--- src/rtl/instr_fetch_ctrl_pkg.sv ---
// instr_fetch_ctrl_pkg: shared FSM states, fetch-entry type and PC step for the fetch controller.
// The TRAP state exists only when FETCH_MISALIGN_TRAP_EN is defined.
package instr_fetch_ctrl_pkg;
    localparam int XLEN    = 32;
    localparam int PC_STEP = 4;
`ifdef FETCH_MISALIGN_TRAP_EN
    typedef enum logic [1:0] {RUN, HALTED, TRAP} state_t;
`else
    typedef enum logic [0:0] {RUN, HALTED} state_t;
`endif
    typedef struct packed {
        logic [XLEN-1:0] pc;
        logic [XLEN-1:0] instr;
    } fetch_entry_t;
endpackage

--- src/rtl/instr_fetch_ctrl_fifo.sv ---
// fetch_fifo: registered fetch buffer of {pc, instr} pairs with synchronous flush.
module fetch_fifo #(
    parameter int DEPTH = 2,
    parameter int WIDTH = 32
) (
    input  logic                    clk,
    input  logic                    rst_n,
    input  logic                    push,
    input  logic                    pop,
    input  logic                    flush,
    input  logic [WIDTH-1:0]        push_pc,
    input  logic [WIDTH-1:0]        push_instr,
    output logic [$clog2(DEPTH):0]  count,
    output logic [WIDTH-1:0]        head_pc,
    output logic [WIDTH-1:0]        head_instr
);
    localparam int AW = $clog2(DEPTH);
    logic [2*WIDTH-1:0] mem [DEPTH];
    logic [AW-1:0]      wr_ptr;
    logic [AW-1:0]      rd_ptr;
    always_ff @(posedge clk)
        if (push) mem[wr_ptr] <= {push_pc, push_instr};
    always_ff @(posedge clk) begin
        if (!rst_n || flush) begin
            wr_ptr <= '0;
            rd_ptr <= '0;
            count  <= '0;
        end else begin
            if (push) wr_ptr <= wr_ptr + 1'b1;
            if (pop) rd_ptr <= rd_ptr + 1'b1;
            count <= count + (AW+1)'(push) - (AW+1)'(pop);
        end
    end
    // An empty buffer presents zeros so the head is clean after reset and flush.
    assign {head_pc, head_instr} = (count != '0) ? mem[rd_ptr] : '0;
endmodule

--- src/rtl/instr_fetch_ctrl.sv ---
// instr_fetch_ctrl: PC sequencer feeding a fetch buffer, with redirect, halt and drain.
// Define FETCH_MISALIGN_TRAP_EN to trap on misaligned redirects instead of masking them.
module instr_fetch_ctrl
    import instr_fetch_ctrl_pkg::*;
#(
    parameter int               WIDTH    = 32,
    parameter logic [WIDTH-1:0] RESET_PC = '0,
    parameter int               DEPTH    = 2
) (
    input  logic             clk,
    input  logic             rst_n,
    output logic [WIDTH-1:0] imem_addr,
    input  logic [WIDTH-1:0] imem_rd,
    input  logic             redirect_valid,
    input  logic [WIDTH-1:0] redirect_pc,
    input  logic             halt_req,
    output logic             id_valid,
    input  logic             id_ready,
    output logic [WIDTH-1:0] id_instr,
    output logic [WIDTH-1:0] id_pc,
    output logic             halted,
    output logic             trap
);
    localparam int CW = $clog2(DEPTH) + 1;
    state_t           state, next_state;
    logic [WIDTH-1:0] pc, target;
    logic [CW-1:0]    count;
    logic             push, pop;
`ifdef FETCH_MISALIGN_TRAP_EN
    logic misaligned;
    assign target     = redirect_pc;
    assign misaligned = redirect_valid && redirect_pc[1:0] != 2'b00;
    assign trap       = state == TRAP;
`else
    assign target = redirect_pc & ~WIDTH'(3);
    assign trap   = 1'b0;
`endif
    // A redirect outranks both buffer ports; the flush empties the buffer instead.
    always_comb begin
        next_state = state;
        pop  = id_valid && id_ready && !redirect_valid;
        push = state == RUN && !halt_req && !redirect_valid && (count < CW'(DEPTH) || pop);
        if (state == RUN && halt_req && count == '0) next_state = HALTED;
        if (state == HALTED && !halt_req) next_state = RUN;
`ifdef FETCH_MISALIGN_TRAP_EN
        if (misaligned && state != TRAP) next_state = TRAP;
`endif
    end
    always_ff @(posedge clk) begin
        if (!rst_n) begin
            state <= RUN;
            pc    <= RESET_PC;
        end else begin
            state <= next_state;
            if (redirect_valid) pc <= target;
            else if (push) pc <= pc + WIDTH'(PC_STEP);
        end
    end
    fetch_fifo #(.DEPTH(DEPTH), .WIDTH(WIDTH)) u_fifo (
        .clk       (clk),
        .rst_n     (rst_n),
        .push      (push),
        .pop       (pop),
        .flush     (redirect_valid),
        .push_pc   (pc),
        .push_instr(imem_rd),
        .count     (count),
        .head_pc   (id_pc),
        .head_instr(id_instr)
    );
    assign imem_addr = pc;
    assign id_valid  = count != '0;
    assign halted    = state == HALTED;
endmodule

--- config.mk ---
export PLATFORM = sky130hd
export DESIGN_NAME = instr_fetch_ctrl
export DESIGN_NICKNAME = d
export VERILOG_FILES = /design/src/rtl/instr_fetch_ctrl_pkg.sv /design/src/rtl/instr_fetch_ctrl_fifo.sv /design/src/rtl/instr_fetch_ctrl.sv
export SDC_FILE = /design/constraint.sdc
export NUM_CORES = 1
export LEC_CHECK = 0
export BUFFER_PORTS_ARGS = -buffer_cell sky130_fd_sc_hd__buf_2
export CAP_MARGIN = 20
export CORE_UTILIZATION = 25
export CTS_CLUSTER_DIAMETER = 200
export DETAILED_ROUTE_END_ITERATION = 12
export GPL_TIMING_DRIVEN = 0
export SYNTH_ARGS = -nofsm -noshare
export SYNTH_HDL_FRONTEND = slang
export SYNTH_SLANG_ARGS = --single-unit
--- constraint.sdc ---
create_clock -name clk -period 9.5 [get_ports clk]
set_clock_uncertainty 0.15 [all_clocks]
set_input_delay 1.425 -clock clk [delete_from_list [all_inputs] [get_ports clk]]
set_output_delay 1.425 -clock clk [all_outputs]
set_load 0.01 [all_outputs]
==> results of run 1 <==
-- worst max-delay path: cells and delay by family --
kind	cells	cell delay [ns]
buffers and inverters	6	1.32
AND/OR/NAND/NOR	3	1.53
-- power by group through the flow --
| stage | Clock, mW | Sequential, mW | Combinational (mW) |
|---|---|---|---|
| after floorplan | 0 | 0.820 | 0.0692 |
| after global placement | 0 | 0.826 | 0.134 |
| after detailed placement | 0 | 0.823 | 0.142 |
| after CTS | 0.675 | 0.808 | 0.142 |
| after global routing | 0.702 | 0.811 | 0.155 |
| final | 0.654 | 0.808 | 0.140 |
-- cell usage after synthesis (all sizes together) (2+ instances only) --
master,instances,area [µm²]
o31ai,6,45.04
inv,3,11.26
xor2,8,70.07
nor3b,4,30.03
or3,5,32.53
o311ai,3,26.28
and2,5,31.28
nand2,18,67.56
nor2b,7,43.79
o211ai,2,15.01
o311a,2,20.02
nor4,6,37.54
nor4b,2,17.52
nand3,10,50.05
nor3,7,35.03
buf,9,55.06
o41a,2,22.52
ha,2,25.02
and3,7,43.79
or4,8,63.81
o21ai,23,115.1
mux2i,62,620.6
o41ai,2,17.52
and4,5,43.79
xnor2,3,26.28
a211oi,6,45.04
o221ai,2,17.52
nand2b,5,31.28
a31oi,10,62.56
nor2,81,304.0
edfxtp,124,3724
nand4,22,137.6
a311oi,4,35.03
or2,4,27.53
dfxtp,36,720.7
a21oi,6,30.03
clkbuf,28,105.1
-- per-layer routing --
layer  up-vias  track usage [%]  routed length (µm)  share of wire (%)
met2       222            23.53                9603                 48
met5         -                0                  12              0.060
met4         2            3.789                 221                1.1
li1       2474                -                   -                  -
met3        17            4.067                1393                7.0
met1      2512            17.89                8729                 44
-- final timing paths --
check / depth (start not counted) / end / slack [ns]
setup / recovery: 9 / u_fifo.mem[0][23] / 5.18
hold / removal: 2 / register / 0.36
setup reg to reg: 8 / u_fifo.mem[0][23] / 6.01
hold reg to reg: 2 / register / 0.36
-- metrics by stage --
| stage | setup TNS [ns] | utilization, % | setup WS [ns] | total power [mW] |
|---|---|---|---|---|
| 3_5_place_dp | 0 | 30.77 | 4.749 | 0.9653 |
| 3_3_place_gp | -203.57 | 30.12 | -1.919 | 0.9605 |
| 2_1_floorplan | 0 | - | 2.140 | 0.8897 |
| 6_report | 0 | 32.85 | 5.178 | 1.602 |
| 5_1_grt | 0 | 32.85 | 5.047 | 1.668 |
| 4_1_cts | 0 | 32.85 | 5.200 | 1.625 |
-- kinds of logic (layout without fill, tap and decap cells) --
| family | count (synthesis) | after routing | share of synthesized area (%) |
|---|---|---|---|
| compound gates | 74 | 74 | 7.420 |
| xor+xnor | 11 | 11 | 1.400 |
| fa+ha+maj | 2 | 2 | 0.3636 |
| simple gates | 197 | 197 | 14.60 |
| flops | 160 | 160 | 64.59 |
| other cells | 1 | 5 | 0.05450 |
| buf+inv | 41 | 245 | 2.546 |
| mux | 62 | 62 | 9.020 |
-- layout make-up --
type / count / area [µm²]
Inverter: 4 / 15.01
Multi-Input combinational cell: 351 / 2286
Fill cell: 2748 / 18100
Clock buffer: 18 / 429.2
Timing Repair Buffer: 172 / 960.9
Buffer: 37 / 160.2
Tap cell: 341 / 426.7
Sequential cell: 160 / 4444
Clock inverter: 14 / 131.4
-- flip-flops by register name, summed over array words and instances, names as in the netlist, named ones only --
| signal | flops |
|---|---|
| u_fifo.mem | 124 |
| imem_addr | 30 |
| u_fifo.count | 2 |
| halted | 1 |
| u_fifo.rd_ptr | 1 |
| u_fifo.wr_ptr | 1 |
==> flow_summary.yaml, run 1 <==
run_status:
  run_status: "finished clean"
floorplanning:
  die_y_um: 167.9
  fp.dieArea_um2: 28190
  starting_density_pct: 25.53
  ioPinCount: 168
  coreArea_um2: 26950
  placementRows: 60
  chipWidth_um: 167.9
cts:
  cts_buffer_depth: 2
  cts_tree: "yes"
  cts.repair_timing.setup_buffer_count: 0
  cts_made_buffers: 17
  cts.clk_slew.worst_paths_ns: 0.06
  clock_sinks: 160
  clock_network_latency_to_the_later_pin_of_the_worst_skew_pair_ns: 0.42
  cts_hold_repair.buffers: 0
  clock_tree.htree_level_count: 4
  cts_root_buf: "sky130_fd_sc_hd__clkbuf_16"
  resize_count_post_cts: 0
place:
  dpl.cell_count: 1065
  post_dp_cell_area_um2: 8293
  buffer_ports.inserted: 159
  finalWeightedCongestion: 0.8602
  place.detailed.hpwl_mm: 14.79
sta:
  slew_limit_headroom_pct: 31.17
  rsz_0062_raised_after_global_routing: "false"
  clock.fmax_mhz: 231.4
  slew_of_the_pin_with_the_lowest_slew_margin_ns: 1.027
  whs_ns: 0.3595
  post-route-period-util_pct: 45.49
  setup-violations-final: 0
  number_of_max_slew_violations_in_the_final_report: 0
  hold_viol_final: 0
  fin_crit_ns: 4.322
cells_and_area:
  final_common_cell: "sky130_fd_sc_hd__buf_2"
  final_net_count: 814
  most_frequent_cells_in_the_layout: "sky130_fd_sc_hd__buf_2, sky130_fd_sc_hd__edfxtp_1, sky130_fd_sc_hd__nor2_1"
  final_layout_size_suffix_gt1_share_pct: 28.57
  antenna_cells_inserted: 0
  layoutNonFillerInstCount: 1097
  synthesis_to_layout_area_growth_pct: 28.68
  final_design_area_no_fill_um2: 8853
setup_path:
  end_kind: "register"
  element_type_at_the_critical_path_start: "primary input"
  crit_slowest_cell: "sky130_fd_sc_hd__nor3_2"
  crit_path_max_incr_delay_ns: 0.90
  critPathMostFrequentCell: "sky130_fd_sc_hd__buf_6"
  timing.critical_path.cells: "buf_2, nand2b_1, clkbuf_1, nand2_1, nor3_2, buf_6, buf_6, buf_6, buf_8"
  worstReg2RegStart: "u_fifo.count[1]"
  worstPathMaxFanout: 12
  worstSetupStartpoint: "id_ready"
  critPathRequiredTime_ns: 9.48
  worstSetupPathType: "primary input to register"
  critPathArrivalTime_ns: 4.30
pwr:
  share_comb_of_total_power_pct: 8.8
  clock_power_share_pct: 40.8
  vdd_drop_max_mv: 0.1167
  switching_power_mw: 0.3979
  seq_power_share_pct: 50.4
  areal_power_density_over_the_cells_nw_per_um2: 181.0
  lkg_pwr_nw: 3.187
  power_switching_share_pct: 24.84
  p_int_mw: 1.204
synth:
  synth.distinct_cells: 52
  synth-async-reset-ratio_pct: 0
  yosys_register_bits: 160
  yosys_warnings: 0
  synth-main-ff-cell: "sky130_fd_sc_hd__edfxtp_1"
  synth-seq-area-share_pct: 64.59
  syn_area_um2: 6880
  synth_area_per_cell_um2: 12.56
  post_synth_inst_count: 548
  synth-edff-count: 124
worst_hold_path:
  holdCritStartpoint: "u_fifo.rd_ptr"
  hold_removal_path_class: "register to register"
grt:
  globalRouteTotalUtil_pct: 14.15
  grt_max_degree: 17
  grt_pass1_vias: 4959
  grt_overflow_total: 0
  wire_length_of_the_first_global_routing_pass_mm: 29.73
  grt_antenna_before_repair: 1
detailed_routing:
  drt_total_wl_mm: 19.96
  drt-initial-drc-count: 352
  wire_per_inst_um: 18.20
  firstDrtPassIters: 5
  avgViaCountPerCell: 4.765
  route.detailed.drc: 0
  remaining_number_of_nets_flagged_by_the_antenna_check_after_routing: 0
  detailroute.via_count: 5227
run:
  max_cap_viol_count: 0
No activity file was read; power rests on OpenSTA's default activity.
==> inputs of run 2 (changes only) <==
- clock period: 9.5 -> 4 ns (I/O delays scaled with it)
==> run 2 against run 1 <==
Setup slack got worse by 4.3 ns. Final area is 1.9% higher. Clock power grew to 2.8 times the previous value. Critical path depth down 4. Via count shrank 1.5%. Die area is the same.
==> flow_summary.yaml, run 2 (synthesis gave the netlist of run 1 again) <==
floorplanning:
  ioPinCount: 168
  chipWidth_um: 167.9
  die_y_um: 167.9
  starting_density_pct: 25.53
  coreArea_um2: 26950
  placementRows: 60
  fp.dieArea_um2: 28190
setup_path:
  crit_path_max_incr_delay_ns: 0.68
  critPathArrivalTime_ns: 2.36
  crit_slowest_cell: "sky130_fd_sc_hd__clkbuf_1"
  worstReg2RegStart: "halted"
  critPathRequiredTime_ns: 3.25
  critical_path_buf_inv_count: 3
  cp_top_family: "buffers and inverters"
  worstSetupPathType: "register to output port"
  end_kind: "output port"
  timing.critical_path.cells: "clkbuf_1, clkbuf_1, mux2i_1, nor2_1, buf_2"
  critPathMostFrequentCell: "sky130_fd_sc_hd__clkbuf_1"
  element_type_at_the_critical_path_start: "register"
  worstPathMaxFanout: 10
pwr:
  areal_power_density_over_the_cells_nw_per_um2: 452.1
  vdd_drop_max_mv: 0.3100
  seq_power_share_pct: 47.0
  switching_power_mw: 0.9330
  clock_power_share_pct: 44.6
  share_comb_of_total_power_pct: 8.4
  p_int_mw: 3.147
  power_switching_share_pct: 22.87
  lkg_pwr_nw: 3.249
  total_power_mw: 4.080
sta:
  fin_crit_ns: 3.111
  tns_ns: 0
  number_of_max_slew_violations_in_the_final_report: 0
  rsz_0062_raised_after_global_routing: "false"
  slew_limit_headroom_pct: 45.48
  hold_viol_final: 0
  fin_ws_ns: 0.8889
  clock.fmax_mhz: 321.4
  slew_of_the_pin_with_the_lowest_slew_margin_ns: 0.8177
  post-route-period-util_pct: 77.78
  setup-violations-final: 0
cells_and_area:
  most_frequent_cells_in_the_layout: "sky130_fd_sc_hd__buf_2, sky130_fd_sc_hd__edfxtp_1, sky130_fd_sc_hd__nor2_1"
  synthesis_to_layout_area_growth_pct: 31.15
  area_of_the_multi_input_gates_um2: 2298
  final_net_count: 810
  layoutNonFillerInstCount: 1094
  largest_register_ff_count: 124
  regMostFlops: "u_fifo.mem"
  final_common_cell: "sky130_fd_sc_hd__buf_2"
  sequential_cell_area_um2: 4444
  filler_cell_count: 2699
  final_layout_size_suffix_gt1_share_pct: 28.32
  final_design_area_no_fill_um2: 9024
grt:
  grt_antenna_before_repair: 1
  globalRouteTotalUtil_pct: 13.93
  met1_usage_pct: 17.32
  globalRoute.busiestLayer: "met2"
  grt_max_degree: 19
  wire_length_of_the_first_global_routing_pass_mm: 28.99
  grt_overflow_total: 0
  grt_pass1_vias: 4834
  groute.layer.met2.usage_pct: 23.10
  grt_util_met3_pct: 3.126
detailed_routing:
  firstDrtPassIters: 5
  drt-initial-drc-count: 362
  avgViaCountPerCell: 4.704
  detailroute.via_count: 5146
  route.detailed.drc: 0
  drt_total_wl_mm: 19.81
  remaining_number_of_nets_flagged_by_the_antenna_check_after_routing: 0
  wire_per_inst_um: 18.11
cts:
  resize_count_post_cts: 0
  clock_sinks: 160
  cts.repair_timing.setup_buffer_count: 0
  clock_tree.htree_level_count: 4
  cts_made_buffers: 17
  cts_tree: "yes"
  clock_network_latency_to_the_later_pin_of_the_worst_skew_pair_ns: 0.42
  cts_buffer_depth: 2
  cts.clk_slew.worst_paths_ns: 0.06
  cts_hold_repair.buffers: 0
  cts_root_buf: "sky130_fd_sc_hd__clkbuf_16"
place:
  buffer_ports.inserted: 159
  dpl.cell_count: 1061
  finalWeightedCongestion: 0.8628
  post_dp_cell_area_um2: 8359
  place.detailed.hpwl_mm: 14.54
  dp_slack_ns: 0.6390
worst_hold_path:
  holdCritStartpoint: "imem_rd[22]"
  hold_removal_path_class: "primary input to register"
run:
  max_cap_viol_count: 0
run_status:
  run_status: "finished clean"
run 2: final timing paths:
path	endpoint	slack (ns)	cells after the start
max	id_pc[8]	0.89	5
min	u_fifo.mem[0][22]	0.22	1
max reg2reg	u_fifo.mem[0][27]	1.04	6
min reg2reg	u_fifo.rd_ptr	0.36	2
run 2: metrics by stage:
stage	utilization [%]	hold slack (ns)
floorplan	-	0.3225
detailed placement	31.02	0.3418
finish	33.48	0.2172
global placement	30.20	0.3364
global route	33.48	0.2035
CTS	33.47	0.1989
run 2: worst reg2reg max path: stages, from the launching register on:
cell	delay, ns
sky130_fd_sc_hd__dfxtp_1	0.33
sky130_fd_sc_hd__nor2_1	0.17
sky130_fd_sc_hd__clkbuf_1	0.42
sky130_fd_sc_hd__nand2_1	0.49
sky130_fd_sc_hd__nor3_4	0.71
sky130_fd_sc_hd__buf_16	0.23
sky130_fd_sc_hd__buf_16	0.16
run 2: routing by layer:
metal  up-vias  routed length (µm)
met2       199                9471
met5         -                   0
li1       2474                   -
met1      2450                8600
met3        23                1285
met4         0                 456
run 2: cell type report:
type	count	share of cell area, %
multi-input combinational	351	25.47
buffer	37	1.775
antenna	1	0.02773
clock buffer	20	5.061
inverter	4	0.1664
sequential	160	49.25
timing repair buffer	168	11.25
tap	341	4.728
clock inverter	12	2.274
run 2: power groups by stage:
| stage | Sequential (mW) | Combinational, mW | Clock, mW |
|---|---|---|---|
| 2_1_floorplan | 1.94 | 0.167 | 0 |
| 6_report | 1.92 | 0.341 | 1.82 |
| 3_3_place_gp | 1.96 | 0.323 | 0 |
| 5_1_grt | 1.93 | 0.375 | 1.92 |
| 3_5_place_dp | 1.96 | 0.346 | 0 |
| 4_1_cts | 1.92 | 0.347 | 1.86 |
==> inputs of run 3 (changes only) <==
- clock period: 4 -> 2.63 ns (I/O delays scaled with it)
==> run 3 against run 2 <==
Register-to-register slack got worse by 0.82 ns. Worst hold slack got worse by 0.19 ns. Global-route usage is 0.25 points higher. Non-clock buffer count increased by 23. Sequential share of layout area down 1.3 points. Sequential power increased by 52%. Setup slack worse by 0.72 ns. Total power increased by 49%. Largest cell class unchanged. Largest power group unchanged. Highest routed layer unchanged.
==> flow_summary.yaml, run 3 (synthesis gave the netlist of run 1 again) <==
pwr:
  seq_power_share_pct: 48.0
  clock_power_share_pct: 42.9
  power_switching_share_pct: 24.43
  lkg_pwr_nw: 3.391
  switching_power_mw: 1.487
  vdd_drop_max_mv: 0.4600
  share_comb_of_total_power_pct: 9.1
  total_power_mw: 6.087
  p_int_mw: 4.600
  areal_power_density_over_the_cells_nw_per_um2: 656.5
sta:
  whs_ns: 0.02385
  hold_viol_final: 0
  slew_limit_headroom_pct: 35.97
  rsz_0062_raised_after_global_routing: "false"
  post-route-period-util_pct: 93.68
  number_of_max_slew_violations_in_the_final_report: 0
  slew_of_the_pin_with_the_lowest_slew_margin_ns: 0.9574
  setup-violations-final: 0
  fin_crit_ns: 2.464
  clock.fmax_mhz: 405.9
setup_path:
  worstSetupPathType: "register to output port"
  cp_top_family: "buffers and inverters"
  end_kind: "output port"
  timing.critical_path.cells: "nor2_2, buf_6, clkbuf_1, nor2_1, buf_2"
  critical_path_buf_inv_count: 3
  critPathRequiredTime_ns: 2.09
  element_type_at_the_critical_path_start: "register"
  crit_path_max_incr_delay_ns: 0.37
  critPathArrivalTime_ns: 1.92
  worstPathMaxFanout: 10
  crit_slowest_cell: "sky130_fd_sc_hd__dfxtp_1"
run:
  max_cap_viol_count: 0
grt:
  grt_pass1_vias: 5035
  globalRouteTotalUtil_pct: 14.17
  grt_antenna_before_repair: 0
  grt_overflow_total: 0
  grt_max_degree: 20
  wire_length_of_the_first_global_routing_pass_mm: 29.68
detailed_routing:
  drt-initial-drc-count: 347
  wire_per_inst_um: 17.74
  route.detailed.drc: 0
  drt_total_wl_mm: 19.80
  remaining_number_of_nets_flagged_by_the_antenna_check_after_routing: 0
  detailroute.via_count: 5196
  avgViaCountPerCell: 4.656
  firstDrtPassIters: 4
cells_and_area:
  sequential_cell_area_um2: 4446
  antenna_cells_inserted: 0
  regMostFlops: "u_fifo.mem"
  area_of_the_multi_input_gates_um2: 2332
  filler_cell_count: 2710
  synthesis_to_layout_area_growth_pct: 34.75
  final_net_count: 833
  final_layout_size_suffix_gt1_share_pct: 29.55
  layoutNonFillerInstCount: 1116
  most_frequent_cells_in_the_layout: "sky130_fd_sc_hd__buf_2, sky130_fd_sc_hd__edfxtp_1, sky130_fd_sc_hd__nor2_1"
  final_common_cell: "sky130_fd_sc_hd__buf_2"
  largest_register_ff_count: 124
  finalCoreUtilization_pct: 34.40
place:
  buffer_ports.inserted: 159
  finalWeightedCongestion: 0.8742
  dpl.cell_count: 1060
  place.detailed.hpwl_mm: 14.49
cts:
  clock_network_latency_to_the_later_pin_of_the_worst_skew_pair_ns: 0.42
  cts_root_buf: "sky130_fd_sc_hd__clkbuf_16"
  cts_buffer_depth: 2
  cts_made_buffers: 17
  cts.repair_timing.setup_buffer_count: 0
  cts_tree: "yes"
  clock_tree.htree_level_count: 4
  clock_sinks: 160
  cts.clk_slew.worst_paths_ns: 0.06
floorplanning:
  coreArea_um2: 26950
  fp.dieArea_um2: 28190
  starting_density_pct: 25.53
  die_y_um: 167.9
  placementRows: 60
  ioPinCount: 168
  chipWidth_um: 167.9
run_status:
  run_status: "finished clean"
worst_hold_path:
  hold_removal_path_class: "primary input to register"
-- run 3: cell types whose count changed in the layout (fill, tap and decap cells not counted), sizes merged --
| cell | previous run | this run |
|---|---|---|
| clkinv | 4 | 5 |
| clkinvlp | 3 | 0 |
| bufinv | 5 | 3 |
| dlygate4sd3 | 0 | 25 |
| buf | 177 | 176 |
| diode | 1 | 0 |
| inv | 4 | 11 |
| clkbuf | 48 | 44 |
-- run 3: area by class of cell --
cell class,count,share of cell area [%]
Clock buffer,17,4.588
Buffer,36,2.213
Multi-Input combinational cell,351,25.16
Sequential cell,160,47.95
Tap cell,341,4.602
Inverter,4,0.1619
Timing Repair Buffer,192,13.21
Clock inverter,15,2.119
-- run 3: what timing repair did --
| item | 4_1_cts | 5_1_grt |
|---|---|---|
| hold buffers | 24 | 1 |
| gates resized for setup | 7 | 3 |
| endpoints found under the setup margin | 61 | 25 |
| hold endpoints to repair | 48 | 1 |
-- run 3: per-stage QoR --
stage / TNS [ns] / cell area [µm²] / setup slack (ns)
finish: 0 / 9271 / 0.1663
floorplan: -29.87 / 6989 / -0.3190
CTS: 0 / 9259 / 0.01496
global placement: -197.18 / 8212 / -1.682
global route: 0 / 9271 / 0.007840
detailed placement: -0.01285 / 8391 / -0.01285
-- run 3: worst paths after layout --
kind / from / endpoint / slack (ns) / cells after the start
min reg2reg: u_fifo.rd_ptr / u_fifo.rd_ptr / 0.37 / 2
max: u_fifo.count[1] / id_pc[6] / 0.17 / 5
min: imem_rd[14] / u_fifo.mem[0][14] / 0.02 / 1
max reg2reg: u_fifo.count[1] / u_fifo.count[1] / 0.22 / 9
-- run 3: routing by layer --
metal	track usage [%]	routed length, µm	up-vias
met1	18.28	8907	2490
met3	3.479	1080	20
li1	-	-	2514
met2	23.33	9528	172
met4	4.428	280	0
met5	0	0	-
-- run 3: power groups by stage --
stage | Sequential, mW | Combinational, mW | Clock [mW]
after floorplan | 2.96 | 0.264 | 0
after global placement | 2.98 | 0.499 | 0
after detailed placement | 2.98 | 0.531 | 0
after CTS | 2.92 | 0.559 | 2.69
after global routing | 2.94 | 0.605 | 2.79
final | 2.92 | 0.551 | 2.61
